--- src/rtl/register_file_mp.sv ---
// Multi-port register file: two combinational read ports with write-first
// bypass, two write ports (port B has priority), a self-clearing sweep after
// reset that holds busy high, and a registered same-address collision pulse.
// Optional feature: define REGFILE_ZERO_REG_EN to hardwire entry 0 to zero.
module register_file_mp #(
  parameter int DATA_W = 16,
  parameter int ADDR_W = 4
) (
  input  logic              clock,
  input  logic              reset_n,
  input  logic [ADDR_W-1:0] wrAddrA,
  input  logic [DATA_W-1:0] wrDataA,
  input  logic              writeA,
  input  logic [ADDR_W-1:0] wrAddrB,
  input  logic [DATA_W-1:0] wrDataB,
  input  logic              writeB,
  input  logic [ADDR_W-1:0] rdAddrA,
  input  logic [ADDR_W-1:0] rdAddrB,
  output logic [DATA_W-1:0] rdDataA,
  output logic [DATA_W-1:0] rdDataB,
  output logic              busy,
  output logic              collision
);

  localparam int DEPTH = 2 ** ADDR_W;
  localparam logic [ADDR_W-1:0] LAST_ENTRY = ADDR_W'(DEPTH - 1);
  localparam logic [ADDR_W-1:0] ONE = ADDR_W'(1);

`ifdef REGFILE_ZERO_REG_EN
  localparam bit ZERO_REG = 1'b1;
`else
  localparam bit ZERO_REG = 1'b0;
`endif

  typedef enum logic {
    CLEAR,
    READY
  } state_t;

  state_t state;
  state_t state_next;
  logic [ADDR_W-1:0] clr_cnt;
  logic [DATA_W-1:0] mem [DEPTH];

  logic wr_a_en;
  logic wr_b_en;
  logic wr_a_commit;
  logic rd_a_zero;
  logic rd_b_zero;

  // Writes only count outside busy; with the zero register, address 0 is
  // treated as if no write happened at all (no bypass, no collision).
  assign busy    = (state == CLEAR) | ~reset_n;
  assign wr_a_en = writeA & ~busy & ~(ZERO_REG && (wrAddrA == '0));
  assign wr_b_en = writeB & ~busy & ~(ZERO_REG && (wrAddrB == '0));
  assign wr_a_commit = wr_a_en & ~(wr_b_en & (wrAddrB == wrAddrA));
  assign rd_a_zero = ZERO_REG && (rdAddrA == '0);
  assign rd_b_zero = ZERO_REG && (rdAddrB == '0);

  // State, sweep counter and collision flag; reset always restarts the sweep at entry 0.
  always_ff @(posedge clock) begin
    if (!reset_n) begin
      state     <= CLEAR;
      clr_cnt   <= '0;
      collision <= 1'b0;
    end else begin
      state     <= state_next;
      collision <= wr_a_en & wr_b_en & (wrAddrA == wrAddrB);
      if (state == CLEAR) begin
        clr_cnt <= clr_cnt + ONE;
      end
    end
  end

  // Leave the clear sweep once the last entry has been zeroed.
  always_comb begin
    state_next = state;
    if ((state == CLEAR) && (clr_cnt == LAST_ENTRY)) begin
      state_next = READY;
    end
  end

  // Storage update: sweep zeroes one entry per cycle, otherwise port B overrides port A on a shared address.
  always_ff @(posedge clock) begin
    if (reset_n) begin
      if (state == CLEAR) begin
        mem[clr_cnt] <= '0;
      end else begin
        if (wr_a_commit) begin
          mem[wrAddrA] <= wrDataA;
        end
        if (wr_b_en) begin
          mem[wrAddrB] <= wrDataB;
        end
      end
    end
  end

  // Read port A: write-first bypass, B before A, else stored value.
  always_comb begin
    rdDataA = mem[rdAddrA];
    if (busy || rd_a_zero) begin
      rdDataA = '0;
    end else if (wr_b_en && (wrAddrB == rdAddrA)) begin
      rdDataA = wrDataB;
    end else if (wr_a_en && (wrAddrA == rdAddrA)) begin
      rdDataA = wrDataA;
    end
  end

  // Read port B: same selection as port A, independent address.
  always_comb begin
    rdDataB = mem[rdAddrB];
    if (busy || rd_b_zero) begin
      rdDataB = '0;
    end else if (wr_b_en && (wrAddrB == rdAddrB)) begin
      rdDataB = wrDataB;
    end else if (wr_a_en && (wrAddrA == rdAddrB)) begin
      rdDataB = wrDataA;
    end
  end

endmodule
--- config.mk ---
export PLATFORM = sky130hd
export DESIGN_NAME = register_file_mp
export DESIGN_NICKNAME = d
export VERILOG_FILES = /design/src/rtl/register_file_mp.sv
export SDC_FILE = /design/constraint.sdc
export NUM_CORES = 1
export LEC_CHECK = 0
export ABC_CLOCK_PERIOD_IN_PS = 4200
export CORE_MARGIN = 3
export CORE_UTILIZATION = 60
export DETAILED_ROUTE_END_ITERATION = 8
export PLACE_DENSITY = 0.8
export SYNTH_ARGS = -nofsm -noshare
export SYNTH_HDL_FRONTEND = slang
export SYNTH_SLANG_ARGS = --single-unit
export TNS_END_PERCENT = 5
--- constraint.sdc ---
create_clock -name clock -period 4.2 [get_ports clock]
set_input_delay 0.84 -clock clock [delete_from_list [all_inputs] [get_ports clock]]
set_output_delay 0.84 -clock clock [all_outputs]
set_load 0.005 [all_outputs]
# Word-level counts from Yosys, hierarchy flattened
# Memories as Yosys holds them, arrays and structs flattened.
# Cells that the tools add are included.
# classes
addsub,1
n_eq_ne,7
mux,20
bitwise,11
reduce_logical,6
# op_table
op,count
two-way mux 16 bit,7
== test 4 bit,6
OR reduction 16 bit,1
two-way mux 1 bit,12
AND 1 bit,6
logical AND 1 bit,5
adder 4 x 1 -> 4 bit (second input constant),1
== test 4 bit (second input constant),1
two-way mux 4 bit,1
inverter 1 bit,4
bitwise OR 1 bit,1
# totals
reg_bits,6
mem_bits_rw,256
output_inout_bits,34
word_cells,49
memories,1
# mem_list
name,depth,word_bits,read_ports,rd_ports_with_merged_regs,wr,line_no,rtl
mem,16,16,2,0,2,43,logic [DATA_W-1:0] mem [DEPTH];

# Logic depth before layout (Yosys ltp)
# logic_depth
depth_word,13
depth_mapped,8

# Worst setup path before layout
# OpenSTA, ideal clock, no wires.
# synth_path
kind,input port to flip-flop
from,input wrAddrA[3]
to,memory mem[0][0] (enable)
setup_ps,414
arrival_time_ps,3444
path_slack_ps,341
stages,7
path_cell_list,buf_2 > xor2_1 > nor4_2 > a21oi_2 > buf_6 > mux2_4 > o31ai_1
# synth_rtl
item,line_no,rtl
from (decl),11,"input logic [ADDR_W-1:0] wrAddrA,"
to (decl),43,

# Final worst setup path
# layout_path
from,input rdAddrB[2]
to,output rdDataB[2]
# layout_between
elab_chain_len,5
# layout_rtl
item,line_no,rtl
from (decl),18,"input logic [ADDR_W-1:0] rdAddrB,"
"parallel branches: the longest is 3 deep, another holds memory read (16 x 16 bit)",-,
two-way mux 16 bit *,116,end else if (wr_b_en && (wrAddrB == rdAddrB)) begin
two-way mux 16 bit *,114,if (busy || rd_b_zero) begin
to (decl),20,"output logic [DATA_W-1:0] rdDataB,"
# Every way passes the cells marked *.

==> flow_summary.json <==
{
  "power-per-cell-area_nw_per_um2": 312,
  "timing.critical_path.slowest_stage_cell": "clkdlybuf4s50_1",
  "worstPathRequired_ns": 3.36,
  "floorplan.die.width_um": 169,
  "drt.antenna.violating_nets": 0,
  "die_h_um": 169,
  "synth.ff_latch_count": 262,
  "critical_path_class": "in2out",
  "worst_margin_pin_slew_ns": 1.03,
  "startpoint_type": "input port",
  "setup-violations-final": 0,
  "finalCoreUtilization": 0.723,
  "clkTransAtPathRegs_ns": 0.06,
  "rows": 58,
  "synth_fa_ha_area_frac": 0.000787,
  "yosys_warnings": 0,
  "post-layout-total-power_uw": 5780,
  "buffer_ports.inserted": 85,
  "p_leak_uw": 0.00637,
  "clk-insertion-delay-late_ns": 0.57,
  "synth_largest_type_area_fraction": 0.483,
  "detail_route.first_pass.iterations": 6,
  "cap_violations": 0,
  "grt_usage": 0.360,
  "detail_route.vias_per_cell": 7.04,
  "final-max-slew-violation-count": 0,
  "fmaxAchievable_mhz": 240,
  "placement.cell_area_sq_um": 17700,
  "cts.hold.buffers_added": 0,
  "timing.final.hold_violations": 0,
  "first_global_vias": 12900,
  "timing.clock.skew_ns": 0.0278,
  "ir_worst_vdd_uv": 273,
  "gr-total-overflow": 0,
  "io_pins": 86,
  "effective_utilization_at_floorplan": 0.621,
  "dominant_combinational_cell_family_by_area_after_synthesis": "multiplexers",
  "post_synth_xor_area_fraction": 0.0127,
  "final_min_period_over_clock_period": 0.993,
  "synth_area_leaders": "edfxtp_1 (48%), mux4_2 (18%), o21ai_0 (8.1%), nand2_1 (7.9%), a22oi_1 (3.0%)",
  "synthSimpleGateAreaFrac": 0.105,
  "synthToLayoutAreaGrowth_pct": 16.5,
  "place.detailed.instances": 1795,
  "cts.path.max_buffers": 3,
  "core-area_sq_um": 25600,
  "cp_data_arrival_time_ns": 3.33,
  "drt_wl_total_um": 51000,
  "gp_routability_congestion": 0.977,
  "clock_tree.htree_level_count": 1,
  "hpwl_um": 33500,
  "grt_start_max_net_pins": 49,
  "fin_tns_setup_ns": 0,
  "layout_common_cells": "nand2_1 (334), o21ai_0 (256), edfxtp_1 (256)",
  "crit_top_cell": "clkdlybuf4s50_1",
  "synth_area_leader_cell": "edfxtp_1",
  "routedWlPerCell_um": 27.8,
  "status": "complete, no violations",
  "layout.cells.most_common": "nand2_1",
  "initialDrtViolationCount": 2170,
  "synthCells": 1442,
  "synth_sequential_area_ratio": 0.491,
  "post_synth_mux_area_share": 0.191,
  "maxSlewHeadroom": 0.294,
  "synthesis.area_sq_um": 15900,
  "rsz0062_at_grt": "no",
  "cts-buffers-inserted": 28,
  "final.min_clock_period_ns": 4.17,
  "antenna_found_initial": 0,
  "cts_post_setup_buffers_inserted": 0,
  "cts.sinks": 262,
  "filler_cell_count": 1758,
  "syn_area_per_cell_sq_um": 11.0,
  "final_area_sq_um": 18500,
  "critPathMaxStageDelay_ns": 0.57,
  "synth-compound-area-share": 0.148,
  "path_max_fanout": 7,
  "crit_chain": "clkdlybuf4s50_1 > xor2_1 > nor2_1 > and4_1 > buf_4 > nand2_1 > a31oi_1 > clkdlybuf4s50_1",
  "final_cell_count_no_fill": 1837,
  "grt_pass1_wl_um": 76800,
  "drc": 0,
  "post_route_cells_drive_above_1_share": 0.208,
  "dieArea_sq_um": 28500,
  "cts_tree": "done",
  "detailroute.via_count": 12900,
  "postSynthNetCount": 1495,
  "ctsResizeCount": 0,
  "timing.hold.worst.class": "reg2reg",
  "final_net_count": 1548,
  "diodes": 0,
  "post_synth_num_cell_types": 42,
  "critPathCaptureType": "primary output",
  "clock-root-buffer": "clkbuf_16"
}
[metrics by stage]
step	worst slack, ns	hold WS (ns)
2_1_floorplan	0.341	0.525
3_3_place_gp	0.160	0.553
3_5_place_dp	0.145	0.565
4_1_cts	0.137	0.595
5_1_grt	0.0136	0.612
6_report	0.0308	0.587
[final cells by class]
type / count / area [sq um] / area share
repair buffers: 190 / 1810 / 0.0978
multi-input cells: 987 / 7580 / 0.409
clock inverters: 7 / 96.3 / 0.00520
clock buffers: 35 / 727 / 0.0392
well taps: 330 / 413 / 0.0223
inverters: 26 / 97.6 / 0.00527
flip-flops and latches: 262 / 7810 / 0.421
[state kept, by name (all words and copies together) (netlist names)]
signal     cells
clr_cnt        4
mem          256
state          1
collision      1
[Yosys cell counts (all sizes together)]
cell type	n
a21oi	25
nor3b	1
nand3b	2
a31oi	22
a2bb2oi	8
o31ai	16
mux2i	13
nor4	3
nand2	335
a221oi	10
a21boi	1
mux4	128
dfxtp	6
nand3	3
a32oi	1
and2	7
o21ai	256
mux2	2
and4	2
xnor2	7
nor2b	5
a211oi	1
nand4	3
a22oi	64
nand2b	6
ha	1
or2	3
nor3	4
edfxtp	256
and3	3
nor2	39
xor2	16
inv	26
buf	44
clkbuf	123
[logic make-up (layout without fill, tap and decap cells)]
| kind of cell | after synthesis | after routing |
|---|---|---|
| AO/OA/AOI/OAI | 404 | 404 |
| XOR/XNOR | 23 | 23 |
| adder cells (fa/ha/maj) | 1 | 1 |
| buffers and inverters | 193 | 258 |
| flip-flops | 262 | 262 |
| multiplexers | 143 | 143 |
| AND/OR/NAND/NOR | 416 | 416 |
[per-layer routing]
metal,GRT usage,vias to the layer above,part of all wire
li1,-,5501,-
met1,0.466,6080,0.32
met2,0.580,1102,0.47
met3,0.0836,241,0.14
met4,0.178,0,0.067
met5,0,-,0
[power breakdown]
group          switching [uW]  internal (uW)
clock network             997           1330
logic                     329            246
registers                18.4           2860
total                    1340           4440
[worst max-delay path, delay by kind of cell]
family,cells,cell delay (ns)
compound gates,1,0.29
xor+xnor,1,0.22
buf+inv,3,1.36
simple gates,3,0.63
[worst paths after layout]
path	start	end	slack, ns	cells past startpoint
worst max register to register	state$_SDFFE_PN0P_	mem[4][14]$_DFFE_PP_	1.43	5
worst max-delay path	rdAddrB[2]	rdDataB[2]	0.03	8
worst min-delay path	clr_cnt[3]$_SDFFE_PN0N_	state$_SDFFE_PN0P_	0.59	2
worst min register to register	clr_cnt[3]$_SDFFE_PN0N_	state$_SDFFE_PN0P_	0.59	2
Power figures use the tool's default switching activity.
